## src/rtl/uart_rx_fifo.sv

```systemverilog
// Receive-side byte FIFO with first-word-fall-through registered output.
// Define UART_RX_FIFO_DROP_EN for a never-stall input that drops bytes on overflow.
module uart_rx_fifo #(
   parameter int DATA_WIDTH = 8,
   parameter int DEPTH      = 16,
   parameter int AF_THRESH  = 12,
   localparam int LB_DEPTH  = $clog2(DEPTH)
) (
   input  logic                  clk,
   input  logic                  rst,
   input  logic                  clear,
   input  logic [DATA_WIDTH-1:0] s_data,
   input  logic                  s_valid,
   output logic                  s_ready,
   output logic [DATA_WIDTH-1:0] m_data,
   output logic                  m_valid,
   input  logic                  m_ready,
   output logic [LB_DEPTH:0]     level,
   output logic                  almost_full,
   output logic                  overflow
);

   localparam logic [LB_DEPTH:0] PTR_ONE = (LB_DEPTH+1)'(1);
   localparam logic [LB_DEPTH:0] AF_LVL  = (LB_DEPTH+1)'(AF_THRESH);

   // The memory holds every entry, including a copy of the head byte that
   // also sits in the output register.
   logic [DATA_WIDTH-1:0] mem_q [DEPTH];
   logic [LB_DEPTH:0]     wr_ptr_q, wr_ptr_d;
   logic [LB_DEPTH:0]     rd_ptr_q, rd_ptr_d;
   logic [LB_DEPTH:0]     level_d;
   logic [DATA_WIDTH-1:0] m_data_q, m_data_d;
   logic                  m_valid_q, m_valid_d;
   logic                  af_q, af_d;
   logic                  full, empty, push, pop;

   assign level = wr_ptr_q - rd_ptr_q;
   assign full  = (wr_ptr_q[LB_DEPTH] != rd_ptr_q[LB_DEPTH]) &&
                  (wr_ptr_q[LB_DEPTH-1:0] == rd_ptr_q[LB_DEPTH-1:0]);
   assign empty = (wr_ptr_q == rd_ptr_q);
   assign pop   = m_valid_q && m_ready && !clear;

`ifdef UART_RX_FIFO_DROP_EN
   logic ovf_q, ovf_d;
   logic drop;

   assign s_ready = 1'b1;
   assign push    = s_valid && !clear && (!full || pop);
   assign drop    = s_valid && !clear && full && !pop;

   always_comb begin
      ovf_d = ovf_q;
      if (clear) begin
         ovf_d = 1'b0;
      end else if (drop) begin
         ovf_d = 1'b1;
      end
   end

   always_ff @(posedge clk or posedge rst) begin
      if (rst) begin
         ovf_q <= 1'b0;
      end else begin
         ovf_q <= ovf_d;
      end
   end

   assign overflow = ovf_q;
`else
   assign s_ready  = !full;
   assign push     = s_valid && !full && !clear;
   assign overflow = 1'b0;
`endif

   always_comb begin
      wr_ptr_d  = wr_ptr_q;
      rd_ptr_d  = rd_ptr_q;
      m_data_d  = m_data_q;
      m_valid_d = m_valid_q;
      if (clear) begin
         wr_ptr_d  = '0;
         rd_ptr_d  = '0;
         m_valid_d = 1'b0;
      end else begin
         if (push) wr_ptr_d = wr_ptr_q + PTR_ONE;
         if (pop)  rd_ptr_d = rd_ptr_q + PTR_ONE;
         // Head reload: next stored byte, or the incoming byte when it is the only one left.
         if (pop) begin
            if (level > PTR_ONE) begin
               m_data_d = mem_q[rd_ptr_d[LB_DEPTH-1:0]];
            end else if (push) begin
               m_data_d = s_data;
            end
         end else if (push && empty) begin
            m_data_d = s_data;
         end
         m_valid_d = (wr_ptr_d != rd_ptr_d);
      end
      level_d = wr_ptr_d - rd_ptr_d;
      af_d    = (level_d >= AF_LVL);
   end

   always_ff @(posedge clk or posedge rst) begin
      if (rst) begin
         wr_ptr_q  <= '0;
         rd_ptr_q  <= '0;
         m_data_q  <= '0;
         m_valid_q <= 1'b0;
         af_q      <= 1'b0;
      end else begin
         wr_ptr_q  <= wr_ptr_d;
         rd_ptr_q  <= rd_ptr_d;
         m_data_q  <= m_data_d;
         m_valid_q <= m_valid_d;
         af_q      <= af_d;
      end
   end

   always_ff @(posedge clk) begin
      if (push) begin
         mem_q[wr_ptr_q[LB_DEPTH-1:0]] <= s_data;
      end
   end

   assign m_data      = m_data_q;
   assign m_valid     = m_valid_q;
   assign almost_full = af_q;

endmodule
```

## config.mk

```make
export PLATFORM = sky130hd
export DESIGN_NAME = uart_rx_fifo
export DESIGN_NICKNAME = d
export VERILOG_FILES = /design/src/rtl/uart_rx_fifo.sv
export SDC_FILE = /design/constraint.sdc
export NUM_CORES = 1
export LEC_CHECK = 0
export ABC_AREA = 1
export BUFFER_PORTS_ARGS = -buffer_cell sky130_fd_sc_hd__buf_2
export CORE_MARGIN = 10
export CORE_UTILIZATION = 30
export CTS_CLUSTER_DIAMETER = 60
export CTS_CLUSTER_SIZE = 10
export DETAILED_ROUTE_END_ITERATION = 12
export PLACE_DENSITY_LB_ADDON = 0.08
export REMOVE_ABC_BUFFERS = 1
export SLEW_MARGIN = 20
export SYNTH_ARGS = -nofsm -noshare
export SYNTH_HDL_FRONTEND = slang
export SYNTH_SLANG_ARGS = --single-unit
export TNS_END_PERCENT = 50
```

## constraint.sdc

```tcl
create_clock -name clk -period 6.73 [get_ports clk]
set_input_delay 1.346 -clock clk [delete_from_list [all_inputs] [get_ports clk]]
set_output_delay 1.346 -clock clk [all_outputs]
set_load 0.1 [all_outputs]
```

# Word level (Yosys, flattened, before mapping)
# Memories as Yosys holds them, arrays and structs flattened.
# Cells that the tools add are included.
# word_totals
register_bits	20
ram_bits	128
inputBits	13
out_inout_bits	17
mem_count	1
# classes
add_sub_neg	4
order_cmp	2
eq_ne	5
mux	13
n_bitwise	1
reduce_logical	10
# mem_list
memory	words	width	read_ports	rd_ports_with_merged_regs	write_ports	line_no	source
mem_q	16	8	1	0	1	28	logic [DATA_WIDTH-1:0] mem_q [DEPTH];
# ops
cell	n
$mux W8	4
$mux W5	6
$add A5 B1 Y5 const B	2
$sub A5 B5 Y5	2
$logic_and A1 B1 Y1	6
$eq A5 B5 Y1	1
$ge A5 B4 Y1 const B	1
$gt A5 B1 Y1 const B	1
$ne A5 B5 Y1	1
$eq A4 B4 Y1	1
$mux W1	3
$ne A3 B2 Y1 const B	1
$reduce_and A3 Y1	1
$logic_not A1 Y1	2
$reduce_bool A2 Y1	1
$ne A1 B1 Y1	1
$not A1 Y1	1

# Depth between registers and ports, before layout
# Gate-level depths: netlist (run 1).
# logic_depth
ltp_word	10
depth_mapped	20
mapped_depth_nobuf	20

# Worst setup path after synthesis (run 1)
# Ideal clock, no wire load.
# synth_timing
path_kind	reg2out
start	register wr_ptr_q[0]
end	output level[2]
arrival_ps	2708
t_required_ps	5384
slack_ps	2676
stages_incl_launch_ff	5
path_buffers	0
path_cell_list	dfrtp_1 > inv_1 > ha_1 > fa_1 > xnor2_1
# synth_between
elab_chain_len	1
# synth_rtl
item	line_no	source
from (decl)	29	logic [LB_DEPTH:0] wr_ptr_q, wr_ptr_d;
from (signal assigned)	111	wr_ptr_q <= wr_ptr_d;
$sub A5 B5 Y5	37	assign level = wr_ptr_q - rd_ptr_q;
to (decl)	18	output logic [LB_DEPTH:0] level,
# Every way passes these cells.

# Worst setup path after layout (run 1)
# layout_timing
start	register wr_ptr_q[0]
end	output level[4]
# Same word-level chain as after synthesis.

==> qor.csv, run 1 <==
stage;metric;value;unit
outcome;status;finished, final reports clean;
logic_synthesis;yosysWarningCount;0;
detailed_routing;vias_after_detailed_routing;4986;
critical_path;cp_max_fo;5;
sta;grt_setup_unrepaired;false;
logic_synthesis;synth_cell_type_count;31;
global_routing;first_global_vias;4837;
detailed_routing;top_layer_used;met4;
cells_and_area;diodes;0;
die;io-pin-count;30;
global_routing;first_pass_grt_wire_length;30800;µm
detailed_routing;route.final.wire_length;20000;µm
min_path;min-delay-path-class;reg -> reg;
clocking;cts.repair.resized;0;
die;design.die.area;30800;µm²
die;initial_utilization;30.7;%
critical_path;worstPathArrival;2.51;ns
logic_synthesis;share_of_flip_flops_with_an_asynchronous_set_or_reset_after_synthesis;13.5;%
detailed_routing;met3_length;892;µm
sta;hold_violation_total_from_the_final_report;0;
min_path;worstHoldPathCells;2;
critical_path;r2r_start;wr_ptr_q[2]$_DFF_PP0_;
detailed_routing;drt-pass1-iter-count;5;
cells_and_area;most_used_cells_in_the_layout_excluding_fill_and_tap_cells;142 x sky130_fd_sc_hd__nand3_1, 136 x sky130_fd_sc_hd__nand2_1, 128 x sky130_fd_sc_hd__edfxtp_1;
clocking;clock_network_latency_to_the_later_pin_of_the_worst_skew_pair;0.42;ns
detailed_routing;met2_length;8320;µm
detailed_routing;wl_per_cell;18.7;µm
cells_and_area;final_net_count;763;
critical_path;setup.worst_path.end_class;output pin;
sta;max_slew_violations;0;
detailed_routing;drtIter0Drc;342;
global_routing;global_route_usage_sum;13.2;%
critical_path;setup.worst_path.start_class;flop;
critical_path;critPathLaunch;wr_ptr_q[0]$_DFF_PP0_;
clocking;numCtsBuffers;17;
sta;timing_worst_slew_pin_value;0.879;ns
die;design.core.area;23700;µm²
die;fp.dieH;176;µm
clocking;clock_tree_sinks;148;
detailed_routing;wl_met1;10600;µm
logic_synthesis;synth-seq-cells;148;
critical_path;timing.rr.end;almost_full$_DFF_PP0_;
cells_and_area;layout_cell_share_with_drive_strength_beyond_1;10.6;%
die;floorplan.die.width;176;µm
sta;finalCriticalPeriod;3.85;ns
logic_synthesis;synth_top_flop_cell;sky130_fd_sc_hd__edfxtp_1;
sta;worst_clock_skew;0.0127;ns
clocking;cts_max_level;4;
clocking;clockBufferDepth;2;
cells_and_area;final_util;34.8;%
logic_synthesis;synthesis.instances;714;
power_and_ir_drop;total_leakage_power;3.37;nW
global_routing;antenna_found_initial;0;
critical_path;worst_ep_required_time;5.38;ns
detailed_routing;drt-vias-per-instance;4.67;
critical_path;worst-r2r-setup-slack;3.54;ns
placed_design;port_buffers;28;
clocking;ctsHoldBuffers;0;
power_and_ir_drop;worst_ir_drop_vdd;198;µV
placed_design;placed_cell_count;1035;
cells_and_area;commonest_non_fill_non_tap_cell_in_the_layout;sky130_fd_sc_hd__nand3_1;
sta;finalSetupViolations;0;
cells_and_area;multi_input_area;2310;µm²
detailed_routing;drt_drc_violations_left;0;
sta;headroom_to_the_max_slew_limit;41.2;%
flow_run;max_cap_violations;0;
clocking;cts_tree;done;
sta;setup_total_negative_slack;0;ns
critical_path;endpoint;level[4];
cells_and_area;n_fill_cell;2496;
sta;max_freq;0.260;GHz
logic_synthesis;post_synthesis_average_cell_area;10.2;µm²
placed_design;place.detailed.hpwl;13000;µm
logic_synthesis;synth_enable_flop_cells;128;
critical_path;r2r.worst_path.cells;19;
power_and_ir_drop;fin_total_pwr;0.00253;W
logic_synthesis;synth_area;7270;µm²
placed_design;final_weighted_congestion_of_routability_driven_global_placement;0.848;
power_and_ir_drop;power_per_cell_area;307;nW/µm²
cells_and_area;sequential_standard_cell_area;4340;µm²
clocking;postCtsSetupRepairBufs;0;
critical_path;critical_path_class;reg -> out;
cells_and_area;post_layout_nonfiller_instances;1067;
clocking;cts_root_buffer;sky130_fd_sc_hd__clkbuf_16;
clocking;clk_transition_reported_paths;0.07;ns
sta;min_period_over_period;57.3;%
global_routing;largest_net_degree_at_the_start_of_global_routing;67;
die;rows;56;
detailed_routing;route.antenna.remaining_nets;0;
sta;whs;0.480;ns
global_routing;grt-ovfl-total;0;
cells_and_area;layout-area-overhead-vs-synth;13.3;%
logic_synthesis;synth_sequential_area_ratio;59.8;%
-- metrics by stage --
step	worst slack [ns]	instance area [µm²]
after floorplan	1.08	7070
after global placement	2.72	7650
after detailed placement	2.63	7650
after CTS	2.87	8230
after global routing	2.71	8230
final	2.88	8230
-- how the worst min path moves through the flow --
stage                               start               endpoint  slack [ns]
global route        m_data[7]$_DFFE_PP0P_  m_data[7]$_DFFE_PP0P_        0.50
CTS                 m_data[5]$_DFFE_PP0P_  m_data[5]$_DFFE_PP0P_        0.48
floorplan           rd_ptr_q[4]$_DFF_PP0_  rd_ptr_q[4]$_DFF_PP0_        0.61
finish              m_data[5]$_DFFE_PP0P_  m_data[5]$_DFFE_PP0P_        0.48
global placement    m_data[3]$_DFFE_PP0P_  m_data[3]$_DFFE_PP0P_        0.46
detailed placement  m_data[5]$_DFFE_PP0P_  m_data[5]$_DFFE_PP0P_        0.46
-- registers in the layout (all words and copies together) (netlist names) --
name and cells:
almost_full 1, m_data 8, wr_ptr_q 5, rd_ptr_q 5, mem_q 128, m_valid 1
-- power breakdown --
group          total, W  internal, W  switching, W
combinational  0.000527    0.0000938      0.000433
sequential      0.00105      0.00103     0.0000208
clock          0.000946     0.000553      0.000393
-- Yosys cell counts (4+ instances only) --
library cell | number | area share, %
sky130_fd_sc_hd__inv_1 | 107 | 5.5
sky130_fd_sc_hd__nand3b_1 | 58 | 6.0
sky130_fd_sc_hd__nand3_1 | 142 | 9.8
sky130_fd_sc_hd__nor2_1 | 32 | 1.7
sky130_fd_sc_hd__o21ai_0 | 9 | 0.62
sky130_fd_sc_hd__a21oi_1 | 4 | 0.28
sky130_fd_sc_hd__dfrtp_1 | 20 | 6.9
sky130_fd_sc_hd__buf_4 | 5 | 0.52
sky130_fd_sc_hd__ha_1 | 13 | 2.2
sky130_fd_sc_hd__nand2_1 | 138 | 7.1
sky130_fd_sc_hd__xor2_1 | 6 | 0.72
sky130_fd_sc_hd__edfxtp_1 | 128 | 53
sky130_fd_sc_hd__buf_6 | 5 | 0.77
sky130_fd_sc_hd__buf_2 | 20 | 1.4
-- cell type report --
cell class	count	share of cell area, %
Sequential cell	148	52.8
Multi-Input combinational cell	425	28.1
Clock buffer	19	5.26
Inverter	110	5.05
Tap cell	319	4.85
Timing Repair Buffer	33	2.16
Clock inverter	13	1.78
-- logic make-up (layout without fill, tap and decap cells) --
family          Yosys count  in the layout  share of synthesized area [%]
xor+xnor                 12             12                           1.91
fa+ha+maj                15             15                           2.79
simple gates            380            380                           25.7
buf+inv                 141            175                           8.44
other cells               1              1                         0.0516
flops                   148            148                           59.8
compound gates           17             17                           1.33
-- critical path: stages (launching register included) --
cell and delay, ns:
sky130_fd_sc_hd__dfrtp_1 0.42, sky130_fd_sc_hd__inv_1 0.14, sky130_fd_sc_hd__ha_1 0.26, sky130_fd_sc_hd__fa_1 0.41, sky130_fd_sc_hd__nand3b_1 0.18, sky130_fd_sc_hd__nand2_1 0.08
sky130_fd_sc_hd__xor2_1 0.09, sky130_fd_sc_hd__inv_1 0.07, sky130_fd_sc_hd__buf_2 0.42
-- metal layers --
| layer | up-vias | GRT usage (%) |
|---|---|---|
| met3 | 11 | 3.30 |
| met5 | - | 0 |
| met1 | 2439 | 19.9 |
| met4 | 0 | 2.93 |
| met2 | 113 | 18.3 |
| li1 | 2423 | - |
No activity file was read; power rests on OpenSTA's default activity.
==> run 2, diff against run 1 <==
Clock period 6.73 ns to 3.23 ns, I/O delays scaled along.
==> run 2 against run 1 <==
  * Global-route usage up 0.31 points
  * Non-clock buffer count is 19 higher
  * Critical path depth is the same
  * Utilization up 0.91 points
  * Largest cell class unchanged
==> qor.csv, run 2 (same netlist as run 1, synthesis figures left out) <==
stage;metric;value;unit
critical_path;critical_path_class;reg -> out;
clocking;clock_tree_sinks;148;
cells_and_area;post_layout_nonfiller_instances;1086;
cells_and_area;layout_cell_share_with_drive_strength_beyond_1;12.8;%
die;io-pin-count;30;
cells_and_area;final_util;35.7;%
critical_path;r2r_start;wr_ptr_q[2]$_DFF_PP0_;
critical_path;cp_max_fo;5;
detailed_routing;drtIter0Drc;404;
global_routing;first_pass_grt_wire_length;31200;µm
detailed_routing;wl_per_cell;18.8;µm
global_routing;largest_net_degree_at_the_start_of_global_routing;67;
cells_and_area;n_fill_cell;2464;
placed_design;placed_cell_count;1054;
power_and_ir_drop;power_per_cell_area;632;nW/µm²
detailed_routing;drt_drc_violations_left;0;
placed_design;port_buffers;28;
die;design.die.area;30800;µm²
critical_path;slowest_stage;sky130_fd_sc_hd__dfrtp_1;
sta;finalSetupViolations;0;
cells_and_area;final_net_count;782;
critical_path;worst_ep_required_time;2.58;ns
placed_design;final_weighted_congestion_of_routability_driven_global_placement;0.853;
clocking;clockBufferDepth;2;
critical_path;critical-path-max-stage-delay;0.42;ns
sta;worst_clock_skew;0.00965;ns
critical_path;critical_path.n_buffers_inverters;3;
sta;hold_violation_total_from_the_final_report;0;
critical_path;cell_by_cell_listing_of_the_critical_path;inv_1 -> ha_1 -> fa_1 -> nand3b_1 -> nand2_1 -> xor2_1 -> inv_1 -> clkbuf_4;
critical_path;worstPathArrival;2.42;ns
sta;timing_worst_slew_pin_value;1.05;ns
detailed_routing;top_layer_used;met4;
critical_path;worst-r2r-setup-slack;0.30;ns
cells_and_area;commonest_non_fill_non_tap_cell_in_the_layout;sky130_fd_sc_hd__nand3_1;
clocking;clock_network_latency_to_the_later_pin_of_the_worst_skew_pair;0.42;ns
detailed_routing;drt-pass1-iter-count;4;
power_and_ir_drop;total_leakage_power;3.49;nW
global_routing;global_route_usage_sum;13.5;%
critical_path;r2r.worst_path.cells;19;
detailed_routing;wl_met1;9960;µm
power_and_ir_drop;worst_ir_drop_vdd;340;µV
sta;max_slew_violations;0;
critical_path;timing.critical_path.mode_cell;sky130_fd_sc_hd__inv_1;
detailed_routing;vias_after_detailed_routing;4974;
clocking;cts_tree;done;
global_routing;first_global_vias;4986;
cells_and_area;layout-area-overhead-vs-synth;16.2;%
cells_and_area;most_used_cells_in_the_layout_excluding_fill_and_tap_cells;142 x sky130_fd_sc_hd__nand3_1, 135 x sky130_fd_sc_hd__nand2_1, 128 x sky130_fd_sc_hd__edfxtp_1;
clocking;cts_max_level;4;
outcome;status;finished, final reports clean;
die;floorplan.die.width;176;µm
sta;max_freq;0.326;GHz
detailed_routing;route.final.wire_length;20500;µm
die;design.core.area;23700;µm²
detailed_routing;route.antenna.remaining_nets;0;
critical_path;setup.worst_path.start_class;flop;
sta;headroom_to_the_max_slew_limit;29.8;%
sta;min_period_over_period;94.8;%
critical_path;timing.rr.end;almost_full$_DFF_PP0_;
critical_path;crit_family;adder cells;
global_routing;grt-ovfl-total;0;
min_path;min-delay-path-class;in -> async;
die;initial_utilization;30.7;%
clocking;cts_root_buffer;sky130_fd_sc_hd__clkbuf_16;
detailed_routing;drt-vias-per-instance;4.58;
sta;finalCriticalPeriod;3.06;ns
clocking;clk_transition_reported_paths;0.06;ns
global_routing;antenna_found_initial;0;
detailed_routing;met3_length;753;µm
cells_and_area;flip_flop_count_of_the_largest_register_after_layout;128;
die;rows;56;
cells_and_area;diodes;0;
placed_design;place.detailed.hpwl;13200;µm
die;fp.dieH;176;µm
detailed_routing;met2_length;9600;µm
flow_run;max_cap_violations;0;
clocking;numCtsBuffers;17;
critical_path;setup.worst_path.end_class;output pin;
run 2: changes by cell type in the layout (fill, tap and decap cells not counted):
| cell | change |
|---|---|
| sky130_fd_sc_hd__buf_12 | +3 |
| sky130_fd_sc_hd__clkinv_4 | -1 |
| sky130_fd_sc_hd__ha_4 | +1 |
| sky130_fd_sc_hd__clkinv_2 | -1 |
| sky130_fd_sc_hd__ha_1 | -1 |
| sky130_fd_sc_hd__inv_6 | -3 |
| sky130_fd_sc_hd__clkbuf_1 | +2 |
| sky130_fd_sc_hd__bufinv_16 | +1 |
| sky130_fd_sc_hd__clkbuf_4 | +1 |
| sky130_fd_sc_hd__nand2_4 | +1 |
| sky130_fd_sc_hd__clkinvlp_4 | +2 |
| sky130_fd_sc_hd__nand2_1 | -1 |
| sky130_fd_sc_hd__buf_4 | +16 |
| sky130_fd_sc_hd__buf_2 | -1 |
run 2: report_power, final:
group          leakage, nW  total [W]  internal (W)  switching (W)
Combinational         1.80    0.00113      0.000210       0.000917
Sequential            1.41    0.00219       0.00215      0.0000405
Clock                0.276    0.00202       0.00122       0.000799
run 2: how the worst max path moves through the flow:
stage | startpoint | to | slack [ns] | cells past startpoint
2_1_floorplan | m_valid$_DFF_PP0_ | almost_full$_DFF_PP0_ | -2.19 | 13
3_5_place_dp | wr_ptr_q[2]$_DFF_PP0_ | almost_full$_DFF_PP0_ | 0.27 | 19
4_1_cts | wr_ptr_q[0]$_DFF_PP0_ | level[4] | 0.10 | 8
3_3_place_gp | wr_ptr_q[2]$_DFF_PP0_ | almost_full$_DFF_PP0_ | 0.33 | 19
6_report | wr_ptr_q[0]$_DFF_PP0_ | level[4] | 0.17 | 8
5_1_grt | wr_ptr_q[2]$_DFF_PP0_ | almost_full$_DFF_PP0_ | -0.02 | 19
run 2: area by class of cell:
class / count / area [µm²] / share of cell area, %
timing repair buffer: 52 / 360 / 4.27
sequential: 148 / 4340 / 51.4
clock buffer: 21 / 440 / 5.21
clock inverter: 11 / 151 / 1.79
inverter: 110 / 415 / 4.92
tap: 319 / 399 / 4.73
multi-input combinational: 425 / 2330 / 27.6
run 2: through the flow:
stage	total power [W]	setup WS [ns]	hold slack [ns]	setup TNS (ns)	instance area, µm²
global route	0.00556	-0.0227	0.450	-0.0227	8450
finish	0.00534	0.167	0.396	0	8450
floorplan	0.00305	-2.19	0.610	-18.68	7070
global placement	0.00337	0.328	0.466	0	7830
detailed placement	0.00337	0.267	0.463	0	7830
CTS	0.00541	0.103	0.413	0	8420
run 2: per-layer routing:
metal  track usage [%]  vias to the layer above
li1                  -                     2460
met1              18.3                     2434
met2              21.5                       69
met3              2.90                       11
met4              3.18                        0
met5                 0                        -
run 2: repair_timing:
| action | in CTS | in global routing |
|---|---|---|
| setup buffers | 0 | 0 |
| hold buffers | 0 | 0 |
| gates resized for setup | 0 | 4 |
| endpoints found under the setup margin | 0 | 2 |
| endpoints found under the hold margin | 0 | 0 |
